[src/rtl/multicycle_control_unit.sv]
// Multi-cycle RV32I control FSM: FETCH/DECODE/EXECUTE/MEM/WB with registered ALU operands.
// Latency: 3 cycles instr_valid->pc_we for ALU ops, 2/3 + MEM cycles for store/load; stalls in MEM until mem_ready.
// Optional MULTICYCLE_CU_ILLEGAL_TRAP_EN: unknown opcodes park in a sticky TRAP state instead of retiring as NOP.
module multicycle_control_unit #(
  parameter int XLEN     = 32,
  parameter int ALU_OP_W = 4
) (
  input  logic                clk,
  input  logic                rst,
  input  logic                instr_valid,
  input  logic                mem_ready,
  input  logic [6:0]          opcode,
  input  logic [2:0]          funct3,
  input  logic                funct7_5,
  input  logic [XLEN-1:0]     rs1_data,
  input  logic [XLEN-1:0]     rs2_data,
  input  logic [XLEN-1:0]     imm,
  input  logic [XLEN-1:0]     pc,
  output logic [ALU_OP_W-1:0] alu_op,
  output logic [XLEN-1:0]     alu_a,
  output logic [XLEN-1:0]     alu_b,
  output logic                ir_we,
  output logic                mem_req,
  output logic                mem_we,
  output logic                rf_we,
  output logic                wb_sel,
  output logic                pc_we,
  output logic                busy,
  output logic                illegal_instr
);

  localparam logic [2:0] S_FETCH   = 3'd0;
  localparam logic [2:0] S_DECODE  = 3'd1;
  localparam logic [2:0] S_EXECUTE = 3'd2;
  localparam logic [2:0] S_MEM     = 3'd3;
  localparam logic [2:0] S_WB      = 3'd4;
`ifdef MULTICYCLE_CU_ILLEGAL_TRAP_EN
  localparam logic [2:0] S_TRAP    = 3'd5;
`endif

  localparam logic [6:0] OP_R     = 7'b0110011;
  localparam logic [6:0] OP_I     = 7'b0010011;
  localparam logic [6:0] OP_LOAD  = 7'b0000011;
  localparam logic [6:0] OP_STORE = 7'b0100011;
  localparam logic [6:0] OP_LUI   = 7'b0110111;
  localparam logic [6:0] OP_AUIPC = 7'b0010111;

  localparam logic [ALU_OP_W-1:0] ALU_ADD    = ALU_OP_W'(0);
  localparam logic [ALU_OP_W-1:0] ALU_SUB    = ALU_OP_W'(1);
  localparam logic [ALU_OP_W-1:0] ALU_SLL    = ALU_OP_W'(2);
  localparam logic [ALU_OP_W-1:0] ALU_SLT    = ALU_OP_W'(3);
  localparam logic [ALU_OP_W-1:0] ALU_SLTU   = ALU_OP_W'(4);
  localparam logic [ALU_OP_W-1:0] ALU_XOR    = ALU_OP_W'(5);
  localparam logic [ALU_OP_W-1:0] ALU_SRL    = ALU_OP_W'(6);
  localparam logic [ALU_OP_W-1:0] ALU_SRA    = ALU_OP_W'(7);
  localparam logic [ALU_OP_W-1:0] ALU_OR     = ALU_OP_W'(8);
  localparam logic [ALU_OP_W-1:0] ALU_AND    = ALU_OP_W'(9);
  localparam logic [ALU_OP_W-1:0] ALU_PASS_B = ALU_OP_W'(10);
  localparam logic [ALU_OP_W-1:0] ALU_NULL   = ALU_OP_W'(15);

  logic [2:0]      state, state_nxt;
  logic [6:0]      opcode_q;
  logic [2:0]      funct3_q;
  logic            funct7_5_q;
  logic [XLEN-1:0] dec_a, dec_b;

  function automatic logic is_known(input logic [6:0] op);
    return (op == OP_R) || (op == OP_I) || (op == OP_LOAD) || (op == OP_STORE) ||
           (op == OP_LUI) || (op == OP_AUIPC);
  endfunction

  function automatic logic [ALU_OP_W-1:0] f3_op(input logic [2:0] f3, input logic alt);
    logic [ALU_OP_W-1:0] r;
    case (f3)
      3'b000:  r = alt ? ALU_SUB : ALU_ADD;
      3'b001:  r = ALU_SLL;
      3'b010:  r = ALU_SLT;
      3'b011:  r = ALU_SLTU;
      3'b100:  r = ALU_XOR;
      3'b101:  r = alt ? ALU_SRA : ALU_SRL;
      3'b110:  r = ALU_OR;
      default: r = ALU_AND;
    endcase
    return r;
  endfunction

  // alu_op derives from the fields latched in DECODE, so it holds until the next DECODE edge.
  always_comb begin
    alu_op = ALU_NULL;
    case (opcode_q)
      OP_R:                        alu_op = f3_op(funct3_q, funct7_5_q);
      OP_I:                        alu_op = f3_op(funct3_q, funct7_5_q && (funct3_q == 3'b101));
      OP_LOAD, OP_STORE, OP_AUIPC: alu_op = ALU_ADD;
      OP_LUI:                      alu_op = ALU_PASS_B;
      default:                     alu_op = ALU_NULL;
    endcase
  end

  always_comb begin
    dec_a = '0;
    dec_b = '0;
    case (opcode)
      OP_R:                      begin dec_a = rs1_data; dec_b = rs2_data; end
      OP_I, OP_LOAD, OP_STORE:   begin dec_a = rs1_data; dec_b = imm;      end
      OP_LUI:                    begin dec_a = '0;       dec_b = imm;      end
      OP_AUIPC:                  begin dec_a = pc;       dec_b = imm;      end
      default:                   begin dec_a = '0;       dec_b = '0;       end
    endcase
  end

  always_comb begin
    state_nxt = state;
    case (state)
      S_FETCH:   if (instr_valid) state_nxt = S_DECODE;
`ifdef MULTICYCLE_CU_ILLEGAL_TRAP_EN
      S_DECODE:  state_nxt = is_known(opcode) ? S_EXECUTE : S_TRAP;
      S_TRAP:    state_nxt = S_TRAP;
`else
      S_DECODE:  state_nxt = S_EXECUTE;
`endif
      S_EXECUTE: begin
        if ((opcode_q == OP_LOAD) || (opcode_q == OP_STORE)) state_nxt = S_MEM;
        else if (!is_known(opcode_q))                          state_nxt = S_FETCH;
        else                                                   state_nxt = S_WB;
      end
      S_MEM:     if (mem_ready) state_nxt = (opcode_q == OP_LOAD) ? S_WB : S_FETCH;
      S_WB:      state_nxt = S_FETCH;
      default:   state_nxt = S_FETCH;
    endcase
  end

  always_ff @(posedge clk) begin
    if (rst) begin
      state      <= S_FETCH;
      opcode_q   <= '0;
      funct3_q   <= '0;
      funct7_5_q <= 1'b0;
      alu_a      <= '0;
      alu_b      <= '0;
    end else begin
      state <= state_nxt;
      if (state == S_DECODE) begin
        opcode_q   <= opcode;
        funct3_q   <= funct3;
        funct7_5_q <= funct7_5;
        alu_a      <= dec_a;
        alu_b      <= dec_b;
      end
    end
  end

  always_comb begin
    ir_we   = 1'b0;
    mem_req = 1'b0;
    mem_we  = 1'b0;
    rf_we   = 1'b0;
    wb_sel  = 1'b0;
    pc_we   = 1'b0;
    case (state)
      S_FETCH: begin
        mem_req = 1'b1;
        ir_we   = instr_valid;
      end
      S_EXECUTE: pc_we = !is_known(opcode_q);
      S_MEM: begin
        mem_req = 1'b1;
        mem_we  = (opcode_q == OP_STORE);
        pc_we   = mem_ready && (opcode_q == OP_STORE);
      end
      S_WB: begin
        rf_we  = 1'b1;
        wb_sel = (opcode_q == OP_LOAD);
        pc_we  = 1'b1;
      end
      default: ;
    endcase
  end

  assign busy = (state != S_FETCH);

`ifdef MULTICYCLE_CU_ILLEGAL_TRAP_EN
  assign illegal_instr = (state == S_TRAP);
`else
  assign illegal_instr = 1'b0;
`endif

endmodule

[config.mk]
export PLATFORM = sky130hd
export DESIGN_NAME = multicycle_control_unit
export DESIGN_NICKNAME = d
export VERILOG_FILES = /design/src/rtl/multicycle_control_unit.sv
export SDC_FILE = /design/constraint.sdc
export NUM_CORES = 1
export LEC_CHECK = 0
export CORE_ASPECT_RATIO = 1.4
export CORE_MARGIN = 2
export CORE_UTILIZATION = 43
export CTS_CLUSTER_DIAMETER = 60
export DETAILED_ROUTE_END_ITERATION = 16
export PLACE_DENSITY = 0.88
export REMOVE_ABC_BUFFERS = 1
export SKIP_CTS_REPAIR_TIMING = 1
export SKIP_LAST_GASP = 1
export SLEW_MARGIN = 20
export SYNTH_ARGS = -nofsm -noshare
export SYNTH_HDL_FRONTEND = slang
export SYNTH_SLANG_ARGS = --single-unit
[constraint.sdc]
create_clock -name clk -period 2.3 [get_ports clk]
set_clock_uncertainty 0.05 [all_clocks]
set_input_delay 0.46 -clock clk [delete_from_list [all_inputs] [get_ports clk]]
set_output_delay 0.46 -clock clk [all_outputs]
set_load 0.02 [all_outputs]
After elaboration in Yosys (flattened, before gate mapping)
Cells that the tools add are included.
{ "op_classes": {"reduce_logical": 17, "eq_ne": 24, "mux": 21} }
{ "op_table": {"columns": ["op", "count"], "rows": [
  ["32-bit case mux with 2 select lines", 2],
  ["4-bit case mux with 7 select lines", 2],
  ["7-bit by 6-bit == test with 1-bit output (second input constant)", 6],
  ["7-bit by 5-bit == test with 1-bit output (second input constant)", 4],
  ["4-bit case mux with 4 select lines", 1],
  ["3-bit 2-to-1 mux", 5],
  ["7-bit by 2-bit == test with 1-bit output (second input constant)", 2],
  ["3-bit by 2-bit == test with 1-bit output (second input constant)", 4],
  ["3-bit == test (second input constant)", 4],
  ["3-bit case mux with 4 select lines", 1],
  ["1-bit 2-to-1 mux", 9],
  ["3-bit by 1-bit == test with 1-bit output (second input constant)", 2],
  ["3-bit logical NOT", 2],
  ["1-bit logical OR", 6],
  ["5-bit OR reduction", 1],
  ["2-bit != test (second input constant)", 2],
  ["4-bit OR reduction", 1],
  ["1-bit case mux with 3 select lines", 1],
  ["3-bit nonzero test", 1],
  ["3-bit OR reduction", 1],
  ["1-bit logical AND", 2],
  ["2-bit AND reduction", 1],
  ["2-bit OR reduction", 1],
  ["1-bit logical NOT", 1]
]} }
{ "totals": {"out_inout_bits": 76, "register_bits": 78} }

Logic depth before layout (Yosys ltp)
{ "logic_depth": {"depth_word": 9, "mapped_depth": 7} }

Least setup slack after synthesis
Ideal clock, no wire load.
{ "synth_path": {"path_type": "reg-to-output", "startpoint": "register opcode_q[3]", "endpoint": "output port pc_we", "slack_ns": 0.045, "t_arrival_ns": 1.745, "path_stages_with_launch": 5, "path_buffers": 0, "cell_sequence": "dfxtp_1 > nand4bb_4 > or3_1 > nor3_1 > a211o_1"} }
{ "synth_via": {"elab_chain_cells": 8} }
{ "synth_lines": {"columns": ["element", "line", "rtl"], "rows": [
  ["start, declared", "62", "logic [6:0] opcode_q;"],
  ["start signal, assigned", "143", "opcode_q <= opcode;"],
  ["7-bit by 6-bit == test with 1-bit output / 7-bit by 5-bit == test with 1-bit output (equally long branches)", "68", "return (op == OP_R) || (op == OP_I) || (op == OP_LOAD) || (op == OP_STORE) ||"],
  ["1-bit logical OR (4 in a row)", "68", null],
  ["1-bit logical OR", "69", "(op == OP_LUI) || (op == OP_AUIPC);"],
  ["1-bit logical NOT", "164", "S_EXECUTE: pc_we = !is_known(opcode_q);"],
  ["1-bit case mux with 3 select lines *", "159", "case (state)"],
  ["end, declared", "27", "output logic pc_we,"]
]} }
Every way passes the cells marked *; elsewhere a longest branch is shown, timed or not.

Final worst setup path
Same ends and word-level chain as after synthesis.

==> report_table.html <==
<table>
<tr><th>Metric</th><th>Value</th></tr>
<tr><th colspan="2">Timing</th></tr>
<tr><td>Unrepaired setup endpoints after global routing</td><td>yes</td></tr>
<tr><td>Number of hold violations in the final report</td><td>0</td></tr>
<tr><td>Relative slew margins</td><td>60.7%</td></tr>
<tr><td>Final setup viols</td><td>1</td></tr>
<tr><td>Final min period</td><td>2300 ps</td></tr>
<tr><td>Transition time at the pin with the least slew margin</td><td>589 ps</td></tr>
<tr><td>Max Clock Freq</td><td>434 MHz</td></tr>
<tr><td>Final WS setup</td><td>-2.70 ps</td></tr>
<tr><td>Number of pins with negative max-slew slack in the final report</td><td>0</td></tr>
<tr><td>Final cycle utilization of the critical path</td><td>100%</td></tr>
<tr><th colspan="2">Floorplan</th></tr>
<tr><td>Horizontal die dimension</td><td>86.5 um</td></tr>
<tr><td>Placeable core area</td><td>9350 sq um</td></tr>
<tr><td>Initial cell density of the core</td><td>43.8%</td></tr>
<tr><td>FP Rows</td><td>42</td></tr>
<tr><td>Number of placed I/O pins</td><td>~220</td></tr>
<tr><td>Die Y</td><td>approximately 120 um</td></tr>
<tr><td>Area of the die</td><td>10300 sq um</td></tr>
<tr><th colspan="2">Finish</th></tr>
<tr><td>Leading cell type in the layout, fill and taps excluded</td><td>sky130_fd_sc_hd__clkdlybuf4s50_1</td></tr>
<tr><td>Ratio of cells with drive above 1 in the final layout</td><td>26.5%</td></tr>
<tr><td>Leading cell types in the layout, fill and taps excluded</td><td>sky130_fd_sc_hd__clkdlybuf4s50_1, sky130_fd_sc_hd__dfxtp_1, sky130_fd_sc_hd__nor2_1</td></tr>
<tr><td>Number of antenna repair diodes</td><td>0</td></tr>
<tr><td>Fillers</td><td>643</td></tr>
<tr><td>Finished layout cell area</td><td>6790 sq um</td></tr>
<tr><td>Number of nets at the end of the flow</td><td>753</td></tr>
<tr><td>Synth-to-layout area growth</td><td>65.6%</td></tr>
<tr><th colspan="2">Power and ir drop</th></tr>
<tr><td>Static leakage power</td><td>about 2.7 nW</td></tr>
<tr><td>Ratio of total power to cell area</td><td>596 nW/um^2</td></tr>
<tr><td>VDD IR-drop max</td><td>0.446 mV</td></tr>
<tr><td>Total Power</td><td>4.05 mW</td></tr>
<tr><th colspan="2">Synthesis</th></tr>
<tr><td>Sequential share of the synthesized area</td><td>between 30% and 40%</td></tr>
<tr><td>Number of storage elements in the synthesis netlist</td><td>between 70 and 80</td></tr>
<tr><td>Cells after Synth</td><td>400</td></tr>
<tr><td>Number of warning messages in the yosys log</td><td>0</td></tr>
<tr><td>Synth cell types</td><td>37</td></tr>
<tr><td>Avg Cell Area, Syn</td><td>10.3 sq um</td></tr>
<tr><td>Post-synthesis cell area</td><td>about 4000 sq um</td></tr>
<tr><th colspan="2">Status</th></tr>
<tr><td>Violated checks</td><td>negative setup slack</td></tr>
<tr><td>Outcome</td><td>complete, but fails checks</td></tr>
<tr><th colspan="2">Setup path</th></tr>
<tr><td>Critical path's slowest cell</td><td>sky130_fd_sc_hd__or3_1</td></tr>
<tr><td>Total buffers and inverters traversed by the critical path</td><td>1</td></tr>
<tr><td>Worst-path fanout max</td><td>2</td></tr>
<tr><td>Endpoint class of the critical path</td><td>output pin</td></tr>
<tr><td>Cells along the critical path</td><td>nand4bb_4 -&gt; or3_1 -&gt; nor3_2 -&gt; a211o_1 -&gt; dlymetal6s2s_1</td></tr>
<tr><td>Sort of element at the start of the critical path</td><td>register</td></tr>
<tr><td>Category of the most critical setup path</td><td>register to output pin</td></tr>
<tr><td>Longest individual stage delay on the worst path</td><td>360 ps</td></tr>
<tr><td>Arrival time reported for the critical path endpoint</td><td>1790 ps</td></tr>
<tr><td>Required time reported for the critical path endpoint</td><td>about 1800 ps</td></tr>
<tr><td>Cell family with most CP delay</td><td>simple AND/OR/NAND/NOR gates</td></tr>
<tr><th colspan="2">Worst hold path</th></tr>
<tr><td>Worst hold path type</td><td>register to register</td></tr>
<tr><th colspan="2">Global routing</th></tr>
<tr><td>Overall overflow remaining after global route</td><td>0</td></tr>
<tr><td>Total Routing Usage GR</td><td>24.2%</td></tr>
<tr><td>Largest net degree at the start of global routing</td><td>44</td></tr>
<tr><td>Number of global-route vias before repair</td><td>4158</td></tr>
<tr><td>Antenna violations before repair</td><td>0</td></tr>
<tr><td>Global-route wire length before repair</td><td>slightly below 20000 um</td></tr>
<tr><th colspan="2">Detailed routing</th></tr>
<tr><td>DR vias</td><td>between 3000 and 4000</td></tr>
<tr><td>Number of nets still failing antenna checks after routing</td><td>0</td></tr>
<tr><td>Drt first pass iters</td><td>4</td></tr>
<tr><td>Routed via count divided by cell count</td><td>5.50</td></tr>
<tr><td>Routed length per placed instance</td><td>about 18 um</td></tr>
<tr><td>DRC violations left</td><td>0</td></tr>
<tr><td>DR iter-0 viols</td><td>146</td></tr>
<tr><td>Total wire length</td><td>12700 um</td></tr>
<tr><th colspan="2">Clock tree</th></tr>
<tr><td>Clock Pin Slew Worst Setup and Hold Paths</td><td>about 60 ps</td></tr>
<tr><td>Cell at the root of the clock tree</td><td>sky130_fd_sc_hd__clkbuf_16</td></tr>
<tr><td>TritonCTS clock tree</td><td>yes</td></tr>
<tr><td>Number of buffers on the longest clock path</td><td>2</td></tr>
<tr><td>Worst-skew pair later-pin latency</td><td>330 ps</td></tr>
<tr><td>Level count of the clock H-tree</td><td>3</td></tr>
<tr><td>CTS Buf Count</td><td>9</td></tr>
<tr><td>Clock sink count</td><td>78</td></tr>
<tr><th colspan="2">Place</th></tr>
<tr><td>Count of input and output buffers</td><td>about 220</td></tr>
<tr><td>Pre-CTS worst setup slack</td><td>-105 ps</td></tr>
<tr><td>Gpl congestion</td><td>0.837</td></tr>
<tr><td>Dpl cell area</td><td>6420 sq um</td></tr>
<tr><td>Detail Placement HPWL</td><td>9390 um</td></tr>
<tr><th colspan="2">Job</th></tr>
<tr><td>Max-cap violations</td><td>0</td></tr>
</table>
## cells in the mapped netlist, drive strengths merged
cell type	count	share of area (%)
a211o	1	0.21
a21o	1	0.18
a21oi	16	2.0
a221oi	64	22
a22oi	1	0.18
and2	1	0.15
buf	31	5.2
clkbuf	9	0.82
conb	1	0.091
dfxtp	78	38
inv	4	0.37
mux2i	2	0.49
nand2	29	2.7
nand2b	3	0.46
nand4bb	2	1.3
nor2	69	6.4
nor2b	3	0.46
nor3	71	17
nor3b	3	0.55
nor4	1	0.15
nor4b	1	0.21
o21ai	3	0.37
o21bai	1	0.18
o22a	1	0.21
o41ai	1	0.21
or3	1	0.15
or4	1	0.18
xor2	1	0.21
## stage by stage
stage	utilization, %	hold WS, ps	instances	TNS [ps]
after floorplan	-	380	360	-38470
after global placement	68.7	395	709	-70.3
after detailed placement	68.7	411	709	-154
after CTS	72.3	419	724	-1740
after global routing	72.6	449	724	-152
final	72.6	420	724	-2.70
## final timing paths
check / from / end / slack [ps] / cells past startpoint
worst max-delay path: opcode_q[3] / pc_we / -3 / 5
worst min-delay path: opcode_q[3] / opcode_q[3] / 420 / 2
worst max register to register: state[1] / alu_a[13] / 610 / 5
worst min register to register: opcode_q[3] / opcode_q[3] / 420 / 2
## cells by family (layout without fill, tap and decap cells)
kind of cell | count (synthesis) | count (layout) | share of synthesized area, %
AO/OA/AOI/OAI | 89 | 89 | 25.5
multiplexers | 2 | 2 | 0.488
AND/OR/NAND/NOR | 185 | 185 | 29.3
XOR/XNOR | 1 | 1 | 0.214
buffers and inverters | 44 | 258 | 6.35
other | 1 | 1 | 0.0914
flip-flops | 78 | 78 | 38.1
## final cells by class
| type | count | area (sq um) | share of cell area (%) |
|---|---|---|---|
| inverter | 4 | 15.0 | 0.221 |
| clock buffer | 11 | 243 | 3.57 |
| timing repair buffer | 239 | 2430 | 35.8 |
| clock inverter | 4 | 95.1 | 1.40 |
| multi-input combinational | 278 | 2310 | 34.0 |
| sequential | 78 | 1560 | 23.0 |
| tap | 110 | 138 | 2.03 |
## routing by layer
| metal | vias up | track usage, % | wire length, um |
|---|---|---|---|
| met5 | - | 0 | 0 |
| met4 | 0 | 9.38 | 309 |
| met3 | 22 | 6.88 | 879 |
| met2 | 161 | 45.7 | 7060 |
| met1 | 1896 | 24.3 | 4460 |
| li1 | 1901 | - | - |
## state kept, by name, indices dropped and copies added, names as in the netlist
name	count
alu_a	32
alu_b	32
funct7_5_q	1
funct3_q	3
opcode_q	7
state	3
## where the power goes
group          switching, mW  leakage [nW]  total (mW)  internal (mW)
Sequential            0.0526         0.639        1.49           1.44
Combinational          0.452          1.87       0.954          0.502
Clock                  0.519         0.166        1.60           1.08
Total                   1.02          2.67        4.05           3.02
## tightest hold or removal path: cells and delay by family (launching register included)
kind | cells | cell delay, ps
compound gates | 1 | 50
simple gates | 1 | 50
flops | 1 | 310
No activity file was read; power rests on OpenSTA's default activity.
